### config.mk
export PLATFORM = sky130hd
export DESIGN_NAME = alu_arbiter
export DESIGN_NICKNAME = d
export VERILOG_FILES = /design/src/rtl/alu_arb_pkg.sv /design/src/rtl/alu_arbiter_rr_pick2.sv /design/src/rtl/alu_arbiter.sv
export SDC_FILE = /design/constraint.sdc
export NUM_CORES = 1
export LEC_CHECK = 0
export BUFFER_PORTS_ARGS = -buffer_cell sky130_fd_sc_hd__clkbuf_2
export CAP_MARGIN = 5
export CELL_PAD_IN_SITES_DETAIL_PLACEMENT = 2
export CELL_PAD_IN_SITES_GLOBAL_PLACEMENT = 2
export CORE_MARGIN = 5
export CORE_UTILIZATION = 27
export DETAILED_ROUTE_END_ITERATION = 16
export PLACE_DENSITY = 0.8
export SLEW_MARGIN = 20
export SYNTH_ARGS = -nofsm -noshare
export SYNTH_HDL_FRONTEND = slang
export SYNTH_SLANG_ARGS = --single-unit
### constraint.sdc
create_clock -name clk -period 1.9 [get_ports clk]
set_input_delay 0.57 -clock clk [delete_from_list [all_inputs] [get_ports clk]]
set_output_delay 0.57 -clock clk [all_outputs]
set_load 0.05 [all_outputs]
### src/rtl/alu_arb_pkg.sv
// Shared widths and FSM state type for the two-requester ALU arbiter.
package alu_arb_pkg;
    localparam int DATA_W = 8;
    localparam int SEL_W  = 4;
    localparam int NREQ   = 2;
    localparam int CNT_W  = 3;

    typedef enum logic [1:0] {
        IDLE,
        WAIT,
        RESP
    } state_e;
endpackage

### src/rtl/alu_arbiter_rr_pick2.sv
// Two-way round-robin pick: a lone requester always wins, a tie goes
// to the requester that was not served last.
module rr_pick2
    import alu_arb_pkg::*;
(
    input  logic [NREQ-1:0] valid_i,
    input  logic            last_i,
    output logic [NREQ-1:0] grant_o
);
    always_comb begin
        grant_o = '0;
        unique case (1'b1)
            (valid_i == 2'b11): grant_o = last_i ? 2'b01 : 2'b10;
            default:            grant_o = valid_i;
        endcase
    end
endmodule

### src/rtl/alu_arbiter.sv
// Shares one external registered ALU between two requesters, one
// operation in flight, result held until the winner consumes it.
module alu_arbiter
    import alu_arb_pkg::*;
#(
    parameter int ALU_LATENCY = 1
) (
    input  logic                 clk,
    input  logic                 rst_n,
    input  logic [NREQ-1:0]      req_valid,
    output logic [NREQ-1:0]      req_ready,
    input  logic [2*DATA_W-1:0]  req_a,
    input  logic [2*DATA_W-1:0]  req_b,
    input  logic [2*SEL_W-1:0]   req_sel,
    output logic [NREQ-1:0]      rsp_valid,
    input  logic [NREQ-1:0]      rsp_ready,
    output logic [DATA_W-1:0]    rsp_data,
    output logic [DATA_W-1:0]    alu_a,
    output logic [DATA_W-1:0]    alu_b,
    output logic [SEL_W-1:0]     alu_sel,
    input  logic [DATA_W-1:0]    alu_out,
    output logic                 busy
);
    state_e             state_q, state_d;
    logic [CNT_W-1:0]   cnt_q, cnt_d;
    logic               win_q, win_d;
    logic               last_q, last_d;
    logic [DATA_W-1:0]  a_q, a_d;
    logic [DATA_W-1:0]  b_q, b_d;
    logic [SEL_W-1:0]   sel_q, sel_d;
    logic [DATA_W-1:0]  data_q, data_d;
    logic [NREQ-1:0]    grant;

    rr_pick2 u_pick (
        .valid_i (req_valid),
        .last_i  (last_q),
        .grant_o (grant)
    );

    always_comb begin
        state_d   = state_q;
        cnt_d     = cnt_q;
        win_d     = win_q;
        last_d    = last_q;
        a_d       = a_q;
        b_d       = b_q;
        sel_d     = sel_q;
        data_d    = data_q;
        req_ready = '0;
        unique case (state_q)
            IDLE: begin
                // Gated by rst_n so nothing looks accepted while held in reset
                req_ready = rst_n ? grant : '0;
                if (|grant) begin
                    win_d   = grant[1];
                    a_d     = grant[1] ? req_a[15:8] : req_a[7:0];
                    b_d     = grant[1] ? req_b[15:8] : req_b[7:0];
                    sel_d   = grant[1] ? req_sel[7:4] : req_sel[3:0];
                    cnt_d   = CNT_W'(ALU_LATENCY);
                    state_d = WAIT;
                end
            end
            WAIT: begin
                if (cnt_q == '0) begin
                    data_d  = alu_out;
                    state_d = RESP;
                end else begin
                    cnt_d = cnt_q - 3'd1;
                end
            end
            RESP: begin
                if (rsp_ready[win_q]) begin
                    last_d  = win_q;
                    state_d = IDLE;
                end
            end
            default: state_d = IDLE;
        endcase
    end

    always_ff @(posedge clk or negedge rst_n) begin
        if (!rst_n) begin
            state_q <= IDLE;
            cnt_q   <= '0;
            win_q   <= 1'b0;
            last_q  <= 1'b1;
            a_q     <= '0;
            b_q     <= '0;
            sel_q   <= '0;
            data_q  <= '0;
        end else begin
            state_q <= state_d;
            cnt_q   <= cnt_d;
            win_q   <= win_d;
            last_q  <= last_d;
            a_q     <= a_d;
            b_q     <= b_d;
            sel_q   <= sel_d;
            data_q  <= data_d;
        end
    end

    assign rsp_valid = (state_q == RESP) ? (win_q ? 2'b10 : 2'b01) : 2'b00;
    assign rsp_data  = data_q;
    assign alu_a     = a_q;
    assign alu_b     = b_q;
    assign alu_sel   = sel_q;
    assign busy      = (state_q != IDLE);
endmodule

=== After elaboration in Yosys (flattened, before gate mapping) ===
Cells that the tools add are included.

* Register bits: 35
* Input port bits: 54
* Output and inout bits: 33
* Logic and storage cells: 45

* $add $sub $neg: 1
* $lt $le $gt $ge: 1
* Equal/unequal tests: 7
* Mux-type cells: 18
* Reduce and logical (&&, ||, !) cells: 10

{| class="wikitable"
|+ Operators with widths
! kind !! number
|-
| $mux 2 || 9
|-
| $mux 8 || 2
|-
| $ne 2x2->1 const B || 4
|-
| $mux 3 || 2
|-
| $pmux 2 s3 || 1
|-
| $pmux 3 s2 || 1
|-
| $reduce_and 2->1 || 3
|-
| $reduce_and 3->1 || 2
|-
| $eq 2x2->1 const B || 2
|-
| $mux 4 || 1
|-
| $reduce_bool 2->1 || 2
|-
| $logic_not 3->1 || 1
|-
| $sub 3x1->3 const B || 1
|-
| $eq 2x1->1 const B || 1
|-
| $logic_not 2->1 || 1
|-
| $lt 1x2->1 const B || 1
|-
| $mux 1 || 2
|-
| $reduce_or 2->1 || 1
|}

=== Depth between registers and ports, before layout ===
* Depth after elaboration: 5
* Mapped depth: 5
* Mapped depth without buffers: 5

=== Hierarchy ===
From an unflattened synthesis, not the netlist that was laid out.

* Cells, all modules: 149
* Area, all modules: 1681.6 um2

{| class="wikitable"
|+ Modules (own cells, without submodules)
! module !! times used !! cells an instance !! area an instance (um2) !! sequential area each (um2)
|-
| alu_arbiter || 1 || 146 || 1662.8 || 877.1
|-
| rr_pick2 || 1 || 3 || 18.8 || 0.0
|}

=== Worst setup path before layout ===
Ideal clock, no wire load.

* Path kind: in2out
* From: input port req_valid[1]
* To: output port req_ready[1]
* Arrival: 1669 ps
* Required time: 1330 ps
* Setup slack: -339 ps
* Stages on the path: 4
* Path buffers: 2
* Path through: a21bo_1 buf_6 buf_6 nor2_1

* Word-level cells in the longest chain between the ends: 4

{| class="wikitable"
|+ RTL lines
! item !! line !! text
|-
| start: declaration || alu_arbiter.sv:10 || <nowiki>input logic [NREQ-1:0] req_valid,</nowiki>
|-
| $eq 2x2->1 || alu_arbiter_rr_pick2.sv:13 || <nowiki>(valid_i == 2'b11): grant_o = last_i ? 2'b01 : 2'b10;</nowiki>
|-
| $mux 2 * || alu_arbiter_rr_pick2.sv:12 || <nowiki>unique case (1'b1)</nowiki>
|-
| $mux 2 * || alu_arbiter.sv:53 || <nowiki>req_ready = rst_n ? grant : '0;</nowiki>
|-
| $mux 2 * || alu_arbiter.sv:50 || <nowiki>unique case (state_q)</nowiki>
|-
| end: declaration || alu_arbiter.sv:11 || <nowiki>output logic [NREQ-1:0] req_ready,</nowiki>
|}

Mark *: on every way between the ends. The rest lies on a longest branch, timed or not.

=== Final worst setup path ===
* From: register state_q[0]
* To: output port req_ready[0]

* Word-level cells in the longest chain between the ends: 2

{| class="wikitable"
|+ RTL lines
! item !! line !! text
|-
| start: declaration || alu_arbiter.sv:24 || <nowiki>state_e state_q, state_d;</nowiki>
|-
| start signal: assignment || alu_arbiter.sv:92 || <nowiki>state_q <= state_d;</nowiki>
|-
| $logic_not 2->1 || alu_arbiter.sv:50 ||
|-
| $mux 2 || alu_arbiter.sv:50 ||
|}

Every way passes these cells.

==> results by group <==
Timing
  • Fin crit share: 0.971
  • Period minus WS final: 1.84 ns
  • Slew Viols, Final: 0
  • Layout Skew: 0.00665 ns
  • Max_slew headroom: 0.698
  • Fmax: 542 MHz
  • Final setup viols: 0
  • RSZ-0062 raised after global routing: true
  • Final hold vios: 0
  • Worst Max-Slew Pin Slew: 0.453 ns

Route
  • Drt via density: 4.83
  • TritonRoute pass-1 iters: 4
  • Final wirelength: 5460 um
  • Iter 0 DRT Violations: 27
  • DR DRC count: 0
  • Vias: 1569
  • Routed Antenna Nets: 0
  • Wire per inst: 16.8 um

Min path
  • Hold crit path type: primary input to async pin

Pwr
  • Seq pwr share: 0.268
  • Clock share of power: 0.115
  • P_int: 2.54 mW
  • Sw Ratio: 0.503
  • Net Switching: 2.57 mW
  • Max VDD drop: 838 uV
  • Static leakage: 1.32 nW
  • Power Density: 2030 nW/um2
  • Design Power: 5.11 mW
  • Logic pwr share: 0.618

Final layout
  • Layout Utilization: 0.394
  • P&R area growth vs syn: 42.1%
  • Cell area after layout: 2520 um2
  • Layout cell share with drive strength beyond 1: 0.504
  • Fillers: 708
  • # diodes: 0
  • Final nets: 303

Status
  • Status: finished, final reports clean

Floorplan
  • Overall die area: 8290 um2
  • Die extent in y: 91.0 um
  • CORE AREA: 6390 um2
  • # IOs: 87
  • Initial Util: 0.278
  • Die Wd: 91.0 um
  • Row cnt: 29

Synth
  • Mapped cell area: 1770 um2
  • Syn avg cell area: 11.4 um2
  • Post-synthesis cell count: 155
  • Syn nets: 211
  • Number of synthesized register bits: 35
  • Post-synthesis cell type count: 31
  • Sequential share of the synthesized area: 0.495
  • Syn. warnings: 0

Critical path
  • Cell Chain, Critical Path: nor2_4, nand2_4, nor2_4, buf_8
  • Crit path required time: 1.33 ns
  • RR Endpoint: rsp_data[7]
  • Crit-path max FO: 5
  • R2R Path Start: cnt_q[0]
  • Setup crit start: state_q[0]
  • Cell mode on critical path: nor2_4
  • Critical Path Max Stage Delay: 0.45 ns
  • CP arrival: 1.27 ns
  • Critical Path Sink Type: output pin
  • Reg2reg setup slack: 0.24 ns
  • Worst-path cell with the longest stage delay: dfrtp_2
  • FF-to-FF path depth: 5
  • Startpoint Class: register
  • Setup Crit Path Kind: register to output pin

Clocking
  • Total CTS buffers: 5
  • Clk pin slew, worst setup/hold paths: 0.07 ns
  • Clock Latency Late Sink: 0.28 ns
  • Clk buf depth: 2
  • Clk sinks: 35
  • H-tree Lvls: 2
  • Clock Root Buffer: clkbuf_8
  • Hold buffers post-CTS: 0
  • TritonCTS clock tree: done

Global route
  • Initial antenna violation count: 0
  • Global-route wire length before repair: 9080 um
  • Overflow after GRT: 0
  • GRT Util Overall: 0.132
  • Pin count of the biggest net entering global routing: 36
  • Vias in the first global route: 1825

Place
  • Final GP Congestion: 0.699
  • Placed Area: 2300 um2
  • Dpl hpwl: 4120 um
  • PortBufs: 86

Job
  • Max-cap check violation count: 0
## registers in the layout (all words and copies together) (netlist names)
name	flops
last_q	1
state_q	2
rsp_data	8
alu_sel	4
cnt_q	3
win_q	1
alu_b	8
alu_a	8
## worst max-delay path by stage
stage,slack [ns],endpoint,cells after the start
6_report,0.06,req_ready[0],4
5_1_grt,-0.01,req_ready[0],4
4_1_cts,-0.007,req_ready[0],4
3_5_place_dp,0.05,req_ready[0],5
3_3_place_gp,0.08,req_ready[0],4
2_1_floorplan,0.05,req_ready[1],4
## stage by stage
stage | setup slack, ns | TNS [ns] | cells | hold WS (ns)
finish | 0.0557 | 0 | 325 | 0.422
global route | -0.0101 | -0.0101 | 325 | 0.463
CTS | -0.00725 | -0.00725 | 323 | 0.424
detailed placement | 0.0453 | 0 | 312 | 0.491
global placement | 0.0758 | 0 | 312 | 0.475
floorplan | 0.0477 | 0 | 155 | 0.274
## power by group through the flow
stage	combinational [mW]	sequential, mW	clock [mW]
after floorplan	1.20	2.38	0
final	3.16	1.37	0.585
after global routing	3.37	1.42	0.655
after detailed placement	2.91	1.37	0
after global placement	2.82	1.35	0
after CTS	3.14	1.37	0.621
## per-layer routing
metal | share of wire | track usage
met4 | 0.0022 | 0.0183
met5 | 0 | 0
met3 | 0.073 | 0.0545
met2 | 0.53 | 0.236
met1 | 0.39 | 0.150
## cells by family after synthesis
kind of cell / share of synthesized area
AOI/OAI and AO/OA: 0.181
DFF: 0.495
muxes: 0.181
buffers and inverters: 0.0600
and+or+nand+nor: 0.0699
adders and majority gates: 0.0141
## repair_timing
action | CTS | global route
cloned | 1 | 0
setup endpoints to repair | 5 | 5
pin swaps | 1 | 4
resized for setup | 13 | 10
setup buffers | 2 | 2
## synth_stat cells
| master | count | area share |
|---|---|---|
| dfstp_2 | 1 | 0.015 |
| a22oi_4 | 1 | 0.012 |
| ha_1 | 2 | 0.014 |
| mux2_4 | 8 | 0.068 |
| and2b_1 | 1 | 0.0042 |
| a31oi_1 | 21 | 0.074 |
| inv_1 | 7 | 0.015 |
| o2bb2ai_1 | 2 | 0.0099 |
| a211o_1 | 1 | 0.0049 |
| mux2i_1 | 20 | 0.11 |
| o22ai_1 | 1 | 0.0035 |
| a21bo_1 | 1 | 0.0056 |
| nor2_4 | 1 | 0.0064 |
| buf_6 | 3 | 0.019 |
| nor2_1 | 4 | 0.0085 |
| or2b_4 | 1 | 0.0064 |
| clkbuf_1 | 2 | 0.0042 |
| buf_2 | 7 | 0.020 |
| nand2b_1 | 1 | 0.0035 |
| nand2_1 | 4 | 0.0085 |
| o21ai_1 | 2 | 0.0056 |
| nor3b_1 | 1 | 0.0042 |
| a21oi_1 | 21 | 0.059 |
| or2_1 | 1 | 0.0035 |
| nor4b_1 | 1 | 0.0049 |
| nor2_8 | 1 | 0.011 |
| inv_2 | 1 | 0.0021 |
| nand2b_2 | 1 | 0.0049 |
| and3_1 | 1 | 0.0035 |
| dfrtp_1 | 34 | 0.48 |
| o21ai_0 | 2 | 0.0056 |
## cells in the final DEF (no fill, tap or decap), drive strengths merged, types with 4 or more instances in the layout
master,instances
a21oi,21
a31oi,21
buf,15
clkbuf,89
dfrtp,34
inv,8
mux2,8
mux2i,20
nand2,4
nor2,6
o21ai,4
## area by class of cell
cell class,count,area (um2),area share
Multi-Input combinational cell,100,815,0.323
Inverter,8,30.0,0.0119
Sequential cell,35,880,0.349
Clock buffer,8,100,0.0397
Timing Repair Buffer,97,598,0.237
Tap cell,77,96.3,0.0383
## worst max-delay path: cells and delay by family, from the launching register on
family | cells | cell delay, ns
DFF | 1 | 0.45
buffers and inverters | 1 | 0.15
and+or+nand+nor | 3 | 0.39
(Power assumes the default switching activity.)
